--- src/rtl/bram_stream_reader.sv ---
// bram_stream_reader
//
// Read-side engine for a simple dual-port BRAM. A (base, length) command is
// accepted in idle. The engine issues sequential reads, covers the fixed BRAM
// read latency, and returns the words as a valid/ready stream with a last flag.
// A small credit-limited FIFO buffers the words, so the consumer can stall at
// any time and no word is lost. With no stalls the stream runs at one word
// per cycle.
//
// Ports:
//   i_clk, i_rst      clock; synchronous active-high reset
//   i_start           command strobe, sampled only in idle
//   i_base_addr       first word address, captured on an accepted start
//   i_length          word count 0..2^ADDR_WIDTH, captured on an accepted start
//   o_busy            high from the cycle after an accepted start until done
//   o_done            one-cycle completion pulse
//   o_rd_addr/o_rd_en BRAM read address / enable
//   o_rd_regce        BRAM output register enable (rd_en delayed one cycle)
//   o_rd_rst          BRAM output register reset (follows i_rst)
//   i_rd_data         BRAM read data
//   o_out_data        stream data (FIFO head)
//   o_out_valid       stream valid
//   i_out_ready       stream ready
//   o_out_last        final word of the command, qualified by o_out_valid

module bram_stream_reader #(
  parameter int unsigned DATA_WIDTH   = 64,
  parameter int unsigned ADDR_WIDTH   = 9,
  parameter int unsigned READ_LATENCY = 2,
  parameter int unsigned FIFO_DEPTH   = 4
) (
  input  logic                  i_clk,
  input  logic                  i_rst,
  input  logic                  i_start,
  input  logic [ADDR_WIDTH-1:0] i_base_addr,
  input  logic [ADDR_WIDTH:0]   i_length,
  output logic                  o_busy,
  output logic                  o_done,
  output logic [ADDR_WIDTH-1:0] o_rd_addr,
  output logic                  o_rd_en,
  output logic                  o_rd_regce,
  output logic                  o_rd_rst,
  input  logic [DATA_WIDTH-1:0] i_rd_data,
  output logic [DATA_WIDTH-1:0] o_out_data,
  output logic                  o_out_valid,
  input  logic                  i_out_ready,
  output logic                  o_out_last
);

  localparam int unsigned LenW = ADDR_WIDTH + 1;
  // Wide enough to hold fifo_count + inflight without overflow.
  localparam int unsigned CntW = $clog2(FIFO_DEPTH + READ_LATENCY + 1) + 1;
  localparam int unsigned PtrW = (FIFO_DEPTH > 1) ? $clog2(FIFO_DEPTH) : 1;
  localparam logic [CntW-1:0] DepthC = CntW'(FIFO_DEPTH);
  localparam logic [PtrW-1:0] PtrMaxC = PtrW'(FIFO_DEPTH - 1);

  typedef enum logic [1:0] {
    StIdle,
    StRun,
    StDrain,
    StDone
  } state_e;

  state_e r_state;
  state_e w_state_next;

  // Command registers
  logic [ADDR_WIDTH-1:0] r_base;
  logic [LenW-1:0]       r_len;
  logic [LenW-1:0]       r_issued;

  // In-flight tracking, one stage per cycle of BRAM latency
  logic [READ_LATENCY-1:0] r_pipe_vld;
  logic [READ_LATENCY-1:0] r_pipe_last;

  // Output FIFO
  logic [DATA_WIDTH-1:0] r_fifo_data [FIFO_DEPTH];
  logic [FIFO_DEPTH-1:0] r_fifo_last;
  logic [PtrW-1:0]       r_wptr;
  logic [PtrW-1:0]       r_rptr;
  logic [CntW-1:0]       r_fifo_cnt;

  logic r_regce;
  logic r_done;

  logic [CntW-1:0] w_inflight;
  logic            w_credit_ok;
  logic            w_more;
  logic            w_rd_en;
  logic            w_issue_last;
  logic            w_push;
  logic            w_push_last;
  logic            w_pop;
  logic            w_fifo_valid;
  logic            w_head_last;

  function automatic logic [PtrW-1:0] ptr_inc(input logic [PtrW-1:0] p);
    return (p == PtrMaxC) ? '0 : p + PtrW'(1);
  endfunction

  // ---------------------------------------------------------------------------
  // Datapath helpers
  // ---------------------------------------------------------------------------

  always_comb begin
    w_inflight = '0;
    for (int i = 0; i < int'(READ_LATENCY); i++) begin
      w_inflight = w_inflight + {{(CntW-1){1'b0}}, r_pipe_vld[i]};
    end
  end

  // Same-cycle pops are ignored here, so the credit check is conservative.
  assign w_credit_ok  = (r_fifo_cnt + w_inflight) < DepthC;
  assign w_more       = r_issued < r_len;
  assign w_issue_last = (r_issued == (r_len - LenW'(1)));

  assign w_push       = r_pipe_vld[READ_LATENCY-1];
  assign w_push_last  = r_pipe_last[READ_LATENCY-1];
  assign w_fifo_valid = (r_fifo_cnt != '0);
  assign w_pop        = w_fifo_valid & i_out_ready;
  assign w_head_last  = r_fifo_last[r_rptr];

  // ---------------------------------------------------------------------------
  // FSM: state register
  // ---------------------------------------------------------------------------

  always_ff @(posedge i_clk) begin
    if (i_rst) begin
      r_state <= StIdle;
      r_done  <= 1'b0;
    end else begin
      r_state <= w_state_next;
      // done trails the DONE state by one cycle.
      r_done  <= (r_state == StDone);
    end
  end

  // ---------------------------------------------------------------------------
  // FSM: next-state logic
  // ---------------------------------------------------------------------------

  always_comb begin
    w_state_next = r_state;
    unique case (r_state)
      StIdle: begin
        if (i_start) begin
          w_state_next = (i_length == '0) ? StDone : StRun;
        end
      end
      StRun: begin
        if (!w_more) begin
          w_state_next = StDrain;
        end
      end
      StDrain: begin
        if (w_pop && w_head_last) begin
          w_state_next = StDone;
        end
      end
      StDone: begin
        w_state_next = StIdle;
      end
      default: w_state_next = StIdle;
    endcase
  end

  // ---------------------------------------------------------------------------
  // FSM: outputs
  // ---------------------------------------------------------------------------

  always_comb begin
    o_busy  = (r_state != StIdle);
    w_rd_en = (r_state == StRun) && w_more && w_credit_ok;
  end

  // ---------------------------------------------------------------------------
  // Command capture and issue counter
  // ---------------------------------------------------------------------------

  always_ff @(posedge i_clk) begin
    if (i_rst) begin
      r_base   <= '0;
      r_len    <= '0;
      r_issued <= '0;
    end else if ((r_state == StIdle) && i_start) begin
      r_base   <= i_base_addr;
      r_len    <= i_length;
      r_issued <= '0;
    end else if (w_rd_en) begin
      r_issued <= r_issued + LenW'(1);
    end
  end

  // ---------------------------------------------------------------------------
  // In-flight shift register and BRAM register enable
  // ---------------------------------------------------------------------------

  always_ff @(posedge i_clk) begin
    if (i_rst) begin
      r_pipe_vld  <= '0;
      r_pipe_last <= '0;
      r_regce     <= 1'b0;
    end else begin
      r_pipe_vld[0]  <= w_rd_en;
      r_pipe_last[0] <= w_rd_en & w_issue_last;
      for (int i = 1; i < int'(READ_LATENCY); i++) begin
        r_pipe_vld[i]  <= r_pipe_vld[i-1];
        r_pipe_last[i] <= r_pipe_last[i-1];
      end
      r_regce <= w_rd_en;
    end
  end

  // ---------------------------------------------------------------------------
  // Output FIFO
  // ---------------------------------------------------------------------------

  // Storage is not reset. Its contents are masked by the count.
  always_ff @(posedge i_clk) begin
    if (w_push) begin
      r_fifo_data[r_wptr] <= i_rd_data;
    end
  end

  always_ff @(posedge i_clk) begin
    if (i_rst) begin
      r_fifo_last <= '0;
      r_wptr      <= '0;
      r_rptr      <= '0;
      r_fifo_cnt  <= '0;
    end else begin
      if (w_push) begin
        r_fifo_last[r_wptr] <= w_push_last;
        r_wptr              <= ptr_inc(r_wptr);
      end
      if (w_pop) begin
        r_rptr <= ptr_inc(r_rptr);
      end
      unique case ({w_push, w_pop})
        2'b10:   r_fifo_cnt <= r_fifo_cnt + CntW'(1);
        2'b01:   r_fifo_cnt <= r_fifo_cnt - CntW'(1);
        default: r_fifo_cnt <= r_fifo_cnt;
      endcase
    end
  end

  // ---------------------------------------------------------------------------
  // Port assignments
  // ---------------------------------------------------------------------------

  assign o_done      = r_done;
  assign o_rd_en     = w_rd_en;
  assign o_rd_addr   = r_base + r_issued[ADDR_WIDTH-1:0];
  assign o_rd_regce  = r_regce;
  assign o_rd_rst    = i_rst;
  assign o_out_valid = w_fifo_valid;
  // Zero the data and last outputs when nothing is buffered, so no stale word is visible.
  assign o_out_data  = w_fifo_valid ? r_fifo_data[r_rptr] : '0;
  assign o_out_last  = w_fifo_valid & w_head_last;

endmodule
--- config.mk ---
export PLATFORM = sky130hd
export DESIGN_NAME = bram_stream_reader
export DESIGN_NICKNAME = d
export VERILOG_FILES = /design/src/rtl/bram_stream_reader.sv
export SDC_FILE = /design/constraint.sdc
export NUM_CORES = 1
export LEC_CHECK = 0
export CORE_ASPECT_RATIO = 1.4
export CORE_MARGIN = 10
export CORE_UTILIZATION = 55
export CTS_CLUSTER_SIZE = 10
export DETAILED_ROUTE_END_ITERATION = 12
export PLACE_DENSITY = 0.82
export REMOVE_ABC_BUFFERS = 1
export SLEW_MARGIN = 10
export SYNTH_ARGS = -nofsm -noshare
export SYNTH_HDL_FRONTEND = slang
export SYNTH_SLANG_ARGS = --single-unit
--- constraint.sdc ---
create_clock -name i_clk -period 6.8 [get_ports i_clk]
set_input_delay 0.68 -clock i_clk [delete_from_list [all_inputs] [get_ports i_clk]]
set_output_delay 0.68 -clock i_clk [all_outputs]
set_load 0.03 [all_outputs]
==> impl_metrics.tcl <==
set metrics [dict create \
    layout_min_cycle_time_ns 4.068 \
    numCtsBuffers 36 \
    cts_tree "built" \
    ys_seq_area_frac 0.6864 \
    p_per_area_nw_per_um2 337.9 \
    core_area_um2 22610 \
    drc 0 \
    start_kind "register" \
    hp-class "reg2reg" \
    fillers 1554 \
    max_freq_mhz 245.8 \
    cts_sinks 306 \
    register_area_um2 8696 \
    timing.rr.start "r_fifo_cnt[0]" \
    slew_headroom 0.2443 \
    start_util 0.5599 \
    post_cts_buffers 0 \
    grt_pass1_wl_um 42730 \
    htree_num_levels 2 \
    rows 65 \
    first_pass_iters 5 \
    synth_edf_count 256 \
    pwr-share-seq 0.417 \
    insertion_delay_ns 0.51 \
    routedWlPerCell_um 21.06 \
    multi_input_area_um2 3714 \
    postCtsHoldBufs 0 \
    avgViaCountPerCell 5.623 \
    min_path_cells 1 \
    r2r-end "r_fifo_cnt[3]" \
    crit_type "reg2out" \
    ys_ff_latch 306 \
    placed_area_um2 14560 \
    rrSetupSlack_ns 3.30 \
    grt-ovfl-total 0 \
    areaGrowthSynthToFinish_pct 23.35 \
    postSynth.asyncResetShare 0 \
    clock_path_buffers 3 \
    via_count 7181 \
    tightestPinTransition_ns 1.134 \
    leakagePower_uw 0.005129 \
    netlist_area_um2 12660 \
    gp_congestion 0.8232 \
    clockPowerShare 0.325 \
    io_pins 167 \
    path_max_fanout 16 \
    dr_wl_met3_um 1984 \
    grt_max_degree 68 \
    fin_area_um2 15610 \
    hold_end "r_pipe_last[1]" \
    layout-drive-gt1-share 0.1191 \
    io_buffers 166 \
    clk_pin_slew_ns 0.06 \
    fin_crit_sh 0.5982 \
    setup_violations 0 \
    combinationalPowerShare 0.258 \
    drtIter0Drc 476 \
    postRouteWirelength_um 26890 \
    p_sw_uw 1544 \
    fp.dieH_um 199.5 \
    yosys_warnings 0 \
    dieArea_um2 29570 \
    netSwitchingFraction 0.2928 \
    skew_ns 0.01978 \
    finalHoldViolations 0 \
    cp.arrival_ns 3.39 \
    rsz0062_at_grt "no" \
    grt_antenna_before_repair 3 \
    ys_types 47 \
    wl_met1_um 10370 \
    die_w_um 148.2 \
    cts-resized-gates 0 \
    hpwl_um 16680 \
    drv_slew 0 \
    synth_area_per_cell_um2 16.29 \
    ys.flop_type "edfxtp_1" \
    power.internal_uw 3731 \
    endpoint_kind "output pin" \
    root_buffer "clkbuf_16" \
    vdd_drop_max_v 0.0002250 \
    top_layer_used "met5" \
    required_ns 6.12 \
    worstHoldStart "r_pipe_last[0]" \
    ant_nets 0 \
    status "finished, final reports clean" \
    grt_pass1_vias 7445 \
    finalNetCount 1070 \
    netlist_instances 777 \
    globalRouteTotalUtil 0.1846 \
    maxCapViolations 0 \
    reg2reg_depth 10 \
    wl_met2_um 13860 \
    fin_setup_tns_ns 0 \
]
[area by class of cell]
class	instances	area share
sequential	306	0.5569
antenna	2	0.0003205
tap	301	0.02412
clock buffer	63	0.06555
inverter	26	0.006251
timing repair buffer	168	0.1074
multi-input combinational	409	0.2378
clock inverter	2	0.001603
[flip-flops by register name (all words and copies together) (netlist names), named ones only]
signal	count
r_issued	10
r_state	2
r_base	9
r_pipe_last	2
r_wptr	2
r_fifo_data	256
r_pipe_vld	2
o_done	1
r_len	10
r_fifo_last	4
r_rptr	2
r_fifo_cnt	4
[worst max-delay path: stages, from the launching register on]
cell	delay (ns)
dfxtp_1	0.59
ha_1	0.31
and4_1	0.19
o21ai_0	0.08
a31oi_1	0.18
or3_1	0.64
inv_1	0.21
clkdlybuf4s50_1	0.70
[cell usage in the layout (no fill, tap or decap), types with 2 or more instances in the layout]
| cell type | instances |
|---|---|
| dfxtp_4 | 2 |
| nor4_1 | 5 |
| nand3_1 | 4 |
| buf_4 | 2 |
| a21oi_1 | 37 |
| clkdlybuf4s50_1 | 166 |
| ha_1 | 34 |
| a21o_1 | 5 |
| clkbuf_16 | 37 |
| nor2b_1 | 5 |
| xor2_1 | 8 |
| o311ai_0 | 3 |
| nor3_1 | 9 |
| nand3b_1 | 2 |
| fa_1 | 2 |
| inv_1 | 26 |
| mux4_2 | 65 |
| clkbuf_1 | 26 |
| xnor2_1 | 16 |
| nand2_1 | 65 |
| nor2_1 | 22 |
| and2_4 | 4 |
| nand2b_1 | 3 |
| o41ai_1 | 5 |
| nand4_1 | 8 |
| and4_1 | 2 |
| or3_1 | 8 |
| diode_2 | 2 |
| edfxtp_1 | 256 |
| and2_1 | 66 |
| dfxtp_1 | 48 |
| o21ai_0 | 12 |
| mux2i_1 | 3 |
| a31oi_1 | 3 |
[cells by family after synthesis]
logic type | synth area share
AND/OR/NAND/NOR | 0.08629
flip-flops | 0.6864
XOR/XNOR | 0.01661
AO/OA/AOI/OAI | 0.03519
adder cells (fa/ha/maj) | 0.03677
multiplexers | 0.1180
buffers and inverters | 0.02076
[cells in the mapped netlist, drive strengths merged (3+ instances only)]
| cell type | number | area (µm²) |
|---|---|---|
| a21o | 5 | 37.54 |
| a21oi | 38 | 193.9 |
| a31oi | 3 | 18.77 |
| and2 | 70 | 442.9 |
| buf | 13 | 78.82 |
| clkbuf | 23 | 86.33 |
| dfxtp | 50 | 1001 |
| edfxtp | 256 | 7687 |
| ha | 34 | 425.4 |
| inv | 26 | 97.59 |
| mux2i | 3 | 30.03 |
| mux4 | 65 | 1464 |
| nand2 | 65 | 244.0 |
| nand2b | 3 | 18.77 |
| nand3 | 4 | 20.02 |
| nand4 | 8 | 50.05 |
| nor2 | 22 | 82.58 |
| nor2b | 5 | 31.28 |
| nor3 | 9 | 45.04 |
| nor4 | 6 | 43.79 |
| o21ai | 12 | 60.06 |
| o311ai | 3 | 26.28 |
| o41ai | 5 | 43.79 |
| or3 | 8 | 50.05 |
| xnor2 | 16 | 140.1 |
| xor2 | 8 | 70.07 |
[per-layer routing]
layer  track usage  up-vias
met2        0.3217      248
met4       0.05923        4
met1        0.2184     3558
met5             0        -
met3       0.04821       55
li1              -     3316
[how the worst max path moves through the flow]
stage	from	endpoint	slack [ns]	cells past startpoint
floorplan	register	o_out_data[0]	2.48	2
global placement	register	o_out_data[35]	3.18	4
detailed placement	register	o_out_data[31]	3.17	4
CTS	register	o_out_data[31]	2.64	4
global route	register	o_out_data[35]	2.50	4
finish	r_issued[2]	o_rd_en	2.73	7
[stage by stage]
stage               instances  worst slack [ns]    util  power, µW  hold slack, ns
floorplan                 741             2.484       -       3076          0.4138
global placement         1210             3.181  0.6440       3589          0.4480
detailed placement       1210             3.166  0.6440       3610          0.4513
CTS                      1275             2.644  0.6904       5334          0.4595
global route             1275             2.501  0.6904       5505          0.4665
finish                   1277             2.732  0.6906       5275          0.4555
[power by group through the flow]
stage          Sequential, µW  Combinational [µW]  Clock, µW
6_report                 2200                1360       1720
2_1_floorplan            2240                 839          0
5_1_grt                  2210                1460       1830
3_5_place_dp             2240                1370          0
4_1_cts                  2200                1380       1750
3_3_place_gp             2240                1350          0
No activity file was read; power rests on OpenSTA's default activity.
